**src/rtl/cn_ff_bank_arbiter.sv**
```systemverilog
// cn_ff_bank_arbiter: round-robin arbitration of two requesters onto a bank
// of CN flip-flop cells. A command is granted in IDLE, applied to one cell in
// APPLY and acknowledged in ACK, so at most one command lands per 3 cycles.
module cn_ff_bank_arbiter #(
  parameter int NUM_FF = 8,
  parameter int ADDR_W = 3,
  parameter int CNT_W  = 8
) (
  input  logic              clk,
  input  logic              rst_n,
  input  logic              req_a,
  input  logic [ADDR_W-1:0] addr_a,
  input  logic              c_a,
  input  logic              n_a,
  output logic              ack_a,
  input  logic              req_b,
  input  logic [ADDR_W-1:0] addr_b,
  input  logic              c_b,
  input  logic              n_b,
  output logic              ack_b,
  output logic              err,
  output logic              busy,
  output logic [NUM_FF-1:0] q,
  output logic [NUM_FF-1:0] qbar,
  output logic [CNT_W-1:0]  op_count
);

  typedef enum logic [1:0] {IDLE, APPLY, ACK} state_t;

  state_t              state_reg, state_next;
  logic                grant;          // a request is accepted this cycle
  logic                grant_b;        // accepted request belongs to B
  logic                owner_reg;      // 0 = A, 1 = B
  logic                ptr_reg;        // priority side on contention, 0 = A
  logic [ADDR_W-1:0]   addr_reg;
  logic                c_reg, n_reg;
  logic                in_range;
  logic                apply;
  logic [NUM_FF-1:0]   bank_reg, bank_next;
  logic                ack_a_reg, ack_b_reg, err_reg, busy_reg;
  logic [CNT_W-1:0]    count_reg;

  // CN cell rule: 00 hold, 01 clear, 10 set, 11 toggle
  function automatic logic cn_next(input logic c, input logic n, input logic cur);
    case ({c, n})
      2'b01:   cn_next = 1'b0;
      2'b10:   cn_next = 1'b1;
      2'b11:   cn_next = ~cur;
      default: cn_next = cur;
    endcase
  endfunction

  assign apply    = (state_reg == APPLY);
  // Extra MSB keeps the compare meaningful when NUM_FF == 2**ADDR_W
  assign in_range = ({1'b0, addr_reg} < (ADDR_W+1)'(NUM_FF));

  // Per-cell next value: only the addressed cell changes, and only in APPLY
  generate
    for (genvar gi = 0; gi < NUM_FF; gi++) begin : g_cell
      assign bank_next[gi] = (apply && (addr_reg == ADDR_W'(gi)))
                             ? cn_next(c_reg, n_reg, bank_reg[gi])
                             : bank_reg[gi];
    end
  endgenerate

  // State register
  always_ff @(posedge clk) begin
    if (!rst_n) state_reg <= IDLE;
    else        state_reg <= state_next;
  end

  // Next-state and grant decision; contention resolved by the priority pointer
  always_comb begin
    state_next = state_reg;
    grant      = 1'b0;
    grant_b    = 1'b0;
    case (state_reg)
      IDLE: begin
        if (req_a || req_b) begin
          grant      = 1'b1;
          grant_b    = (req_a && req_b) ? ptr_reg : req_b;
          state_next = APPLY;
        end
      end
      APPLY:   state_next = ACK;
      ACK:     state_next = IDLE;
      default: state_next = IDLE;
    endcase
  end

  // Command capture, bank update, registered status outputs and pointer rotation
  always_ff @(posedge clk) begin
    if (!rst_n) begin
      bank_reg  <= '0;
      ack_a_reg <= 1'b0;
      ack_b_reg <= 1'b0;
      err_reg   <= 1'b0;
      busy_reg  <= 1'b0;
      count_reg <= '0;
      ptr_reg   <= 1'b0;
      owner_reg <= 1'b0;
      addr_reg  <= '0;
      c_reg     <= 1'b0;
      n_reg     <= 1'b0;
    end else begin
      bank_reg  <= bank_next;
      ack_a_reg <= apply && !owner_reg;
      ack_b_reg <= apply && owner_reg;
      err_reg   <= apply && !in_range;
      busy_reg  <= (state_next != IDLE);
      if (apply && in_range) count_reg <= count_reg + CNT_W'(1);
      if (grant) begin
        owner_reg <= grant_b;
        addr_reg  <= grant_b ? addr_b : addr_a;
        c_reg     <= grant_b ? c_b : c_a;
        n_reg     <= grant_b ? n_b : n_a;
      end
      if (state_reg == ACK) ptr_reg <= !owner_reg;
    end
  end

  assign ack_a    = ack_a_reg;
  assign ack_b    = ack_b_reg;
  assign err      = err_reg;
  assign busy     = busy_reg;
  assign op_count = count_reg;
  assign q        = bank_reg;
  assign qbar     = ~bank_reg;

endmodule

```
**config.mk**
```make
export PLATFORM = sky130hd
export DESIGN_NAME = cn_ff_bank_arbiter
export DESIGN_NICKNAME = d
export VERILOG_FILES = /design/src/rtl/cn_ff_bank_arbiter.sv
export SDC_FILE = /design/constraint.sdc
export NUM_CORES = 1
export LEC_CHECK = 0
export ABC_CLOCK_PERIOD_IN_PS = 2200
export CAP_MARGIN = 15
export CORE_UTILIZATION = 42
export DETAILED_ROUTE_END_ITERATION = 6
export PLACE_DENSITY = 0.74
export SYNTH_ARGS = -nofsm -noshare
export SYNTH_HDL_FRONTEND = slang
export SYNTH_SLANG_ARGS = --single-unit
```
**constraint.sdc**
```tcl
create_clock -name clk -period 2.2 [get_ports clk]
set_clock_uncertainty 0.15 [all_clocks]
set_input_delay 0.33 -clock clk [delete_from_list [all_inputs] [get_ports clk]]
set_output_delay 0.33 -clock clk [all_outputs]
set_load 0.005 [all_outputs]
```
==> flow_summary_export.csv <==
group,metric,value,unit
clocking,clk-insertion-delay-late,0.31,ns
drt,final_routed_drc_violation_total,4,
sta,setup_tns_final,0,ns
clocking,total_clock_buffers_created_by_cts,3,
sta,setup_viol,0,
placed_design,hpwl,2.204,mm
synthesis,syn_inst,142,
sta,timing.final.crit_share,81.43,%
setup_path,cp_num_buf_inv,1,
global_route,first_global_vias,1096,
setup_path,reg2reg_depth,3,
setup_path,cp-end-kind,"output port",
job,max_cap_viol_count,0,
drt,drt_first_pass_iters,6,
final_layout,drive_above_1_share,6.111,%
placed_design,port-buffer-count,40,
synthesis,fraction_of_the_mapped_netlist_area_in_compound_gates,18.05,%
synthesis,synth_enable_flop_cells,0,
setup_path,path_class,"reg -> out",
setup_path,crit_start,"op_count[0]",
synthesis,ys_dominant_reg_cell,"sky130_fd_sc_hd__dfxtp_1",
sta,worst_slew_margin_rel,63.33,%
drt,via_count,1189,
synthesis,synth.ff_latch_count,28,
global_route,grt.overflow.total,0,
sta,rsz0062_at_grt,"no",
clocking,cts_repair_resize_count,0,
sta,final_max_slew_viol_count,0,
clocking,depth_of_the_cts_h_tree,1,
global_route,grt_pass1_wl,4.602,mm
power_and_ir_drop,power.share.sequential,62.8,%
drt,drt-total-wl,2.834,mm
power_and_ir_drop,comb_power_share,14.9,%
power_and_ir_drop,p_sw,0.0002276,W
synthesis,netlist_top_cells_area,"sky130_fd_sc_hd__dfxtp_1 (43%), sky130_fd_sc_hd__inv_1 (4.9%), sky130_fd_sc_hd__a31oi_1 (4.3%)",
final_layout,syn2layout_area_growth,33.59,%
final_layout,layout_commonest_cell,"sky130_fd_sc_hd__clkdlybuf4s50_1",
setup_path,r2r-end,"q[0]",
synthesis,synth.distinct_cells,40,
clocking,cts-root-buf,"sky130_fd_sc_hd__clkbuf_4",
sta,worst-slew-pin-transition,0.5453,ns
setup_path,cell_family_contributing_the_most_delay_on_the_critical_path,"buffers and inverters",
die,boundaryPins,42,
power_and_ir_drop,power.ir.vdd_worst,0.3280,mV
final_layout,utilization_after_layout,61.21,%
die,fp-row-count,19,
synthesis,synth_top_area_cell,"sky130_fd_sc_hd__dfxtp_1",
synthesis,async_reset_ff_share,0,%
clocking,cts.reportedPaths.clkPinSlew,0.13,ns
setup_path,crit_path_top_delay_cell,"sky130_fd_sc_hd__clkdlybuf4s50_1",
drt,first_iter_violations,58,
final_layout,num-fill-cells,270,
die,design.core.area,2829,sq um
setup_path,crit_chain,"clkdlybuf4s50_1",
clocking,postCtsHoldBufs,0,
die,die_width,57.56,um
power_and_ir_drop,power.share.switching,25.40,%
power_and_ir_drop,internal_power,0.0006684,W
sta,max_freq,558.2,MHz
setup_path,path_depth,1,
final_layout,most_frequent_cells_in_the_layout,"sky130_fd_sc_hd__clkdlybuf4s50_1 (40), sky130_fd_sc_hd__dfxtp_1 (28), sky130_fd_sc_hd__inv_1 (17)",
drt,ant_nets,0,
clocking,numClockSinks,28,
run_status,violations,"DRC",
run_status,run_status,"complete, but fails checks",
drt,route.detailed.vias_per_inst,5.635,
power_and_ir_drop,part_of_the_total_power_dissipated_in_the_clock_network,22.3,%
die,die_height,57.56,um
sta,layout_min_cycle_time,1.791,ns
synthesis,synth.yosys.warnings,0,
final_layout,antennaDiodeCount,0,
clocking,clock_tree_from_tritoncts,"done",
drt,avgRoutedWirePerCell,13.43,um
setup_path,capture_point_of_the_worst_path,"op_count[0]",
global_route,grtUsageTotal,17.71,%
synthesis,synth_top_family_by_area,"simple AND/OR/NAND/NOR gates",
die,initial_utilization,45.82,%
setup_path,worst-path-max-fanout,4,
synthesis,syn_nets,157,
synthesis,sequential_cell_area_fraction_in_the_yosys_report,43.24,%
synthesis,synth_area_per_cell,9.128,sq um
synthesis,synth.top_cell.area_share,43.24,%
sta,final_hold_viol_count,0,
die,floorplan.die_area,3313,sq um
final_layout,multiInputGateArea,630.6,sq um
synthesis,share_of_synthesized_cell_area_in_and_or_nand_and_nor_gates,25.68,%
final_layout,nNetsFinal,197,
final_layout,sequential_cell_area,560.5,sq um
setup_path,required,1.72,ns
power_and_ir_drop,powerDensity,517.4,nW/um^2
setup_path,ff2ff_setup_slack,0.48,ns
setup_path,arrival,1.31,ns
synthesis,multiplexer_share_of_the_synthesized_area,2.317,%
setup_path,critPathMaxStageDelay,0.54,ns
setup_path,worstSetupStartpointType,"register",
synthesis,post_synth_fa_ha_maj_area_fraction,0.9653,%
power_and_ir_drop,leakagePower,0.6642,nW
setup_path,r2r-start,"state_reg[0]",
global_route,grt_antenna_before_repair,0,
clocking,ctsLongestPathBuffers,2,
synthesis,synth_xor_xnor_area_share,1.351,%
clocking,postCtsSetupBuffers,0,
synthesis,syn_area,1296,sq um
global_route,grt_start_max_net_pins,15,
placed_design,place_congestion,0.7702,
hold_path,holdCritPathClass,"reg -> reg",
## Yosys cell counts, types with 2 or more instances
cell	n
sky130_fd_sc_hd__nand4_1	2
sky130_fd_sc_hd__or4_1	2
sky130_fd_sc_hd__nor3_1	3
sky130_fd_sc_hd__a21oi_1	5
sky130_fd_sc_hd__xnor2_1	2
sky130_fd_sc_hd__inv_1	17
sky130_fd_sc_hd__nand3_1	2
sky130_fd_sc_hd__a31oi_1	9
sky130_fd_sc_hd__o21ai_0	4
sky130_fd_sc_hd__nand3b_1	2
sky130_fd_sc_hd__or3_1	2
sky130_fd_sc_hd__and3b_1	5
sky130_fd_sc_hd__nand2b_1	4
sky130_fd_sc_hd__nor2b_1	3
sky130_fd_sc_hd__a311oi_1	2
sky130_fd_sc_hd__buf_4	2
sky130_fd_sc_hd__nor2_1	7
sky130_fd_sc_hd__clkbuf_1	4
sky130_fd_sc_hd__nand2_1	9
sky130_fd_sc_hd__o32ai_1	5
sky130_fd_sc_hd__mux2i_1	3
sky130_fd_sc_hd__dfxtp_1	28
sky130_fd_sc_hd__o31ai_1	3
## layer usage
metal  GRT usage (%)  routed length [um]  part of all wire (%)
met2           30.90                1432                    51
met4           7.317                  30                   1.1
met3           2.721                 124                   4.4
met1           21.64                1247                    44
met5               0                   0                     0
## through the flow
step | hold WS, ns | total power, W | cell area [sq um] | worst slack, ns | std cells
global placement | 0.2994 | 0.0007020 | 1709 | 0.4017 | 208
detailed placement | 0.3085 | 0.0007069 | 1709 | 0.3134 | 208
floorplan | 0.2670 | 0.0006470 | 1296 | 0.7967 | 142
CTS | 0.3323 | 0.0009078 | 1732 | 0.3875 | 211
finish | 0.3323 | 0.0008960 | 1732 | 0.4085 | 211
global route | 0.3688 | 0.0009404 | 1732 | 0.3471 | 211
## cells by family (layout without fill, tap and decap cells)
logic type      Yosys count  count (layout)
compound gates           33              33
buf+inv                  24              62
xor+xnor                  2               2
fa+ha+maj                 1               1
other cells               1               1
mux                       3               3
flops                    28              28
simple gates             50              50
## cell type report
type,instances,area share (%)
clock buffer,3,1.301
tap,31,2.240
timing repair buffer,42,23.99
sequential,28,32.37
multi-input combinational,90,36.42
inverter,17,3.685
## power by group through the flow
| stage | clock network (W) | logic [W] | registers [W] |
|---|---|---|---|
| floorplan | 0 | 0.0000865 | 0.000561 |
| global placement | 0 | 0.000130 | 0.000572 |
| detailed placement | 0 | 0.000133 | 0.000574 |
| CTS | 0.000212 | 0.000134 | 0.000562 |
| global route | 0.000227 | 0.000147 | 0.000567 |
| finish | 0.000200 | 0.000134 | 0.000562 |
## worst min-delay path by stage
| stage | end | cells after the start | from |
|---|---|---|---|
| 6_report | ack_a | 1 | owner_reg |
| 2_1_floorplan | ack_a | 1 | owner_reg |
| 3_5_place_dp | ack_a | 1 | owner_reg |
| 3_3_place_gp | ack_a | 1 | owner_reg |
| 4_1_cts | ack_a | 1 | owner_reg |
| 5_1_grt | ack_a | 1 | owner_reg |
Note: power is estimated with default switching activity, not from simulation.
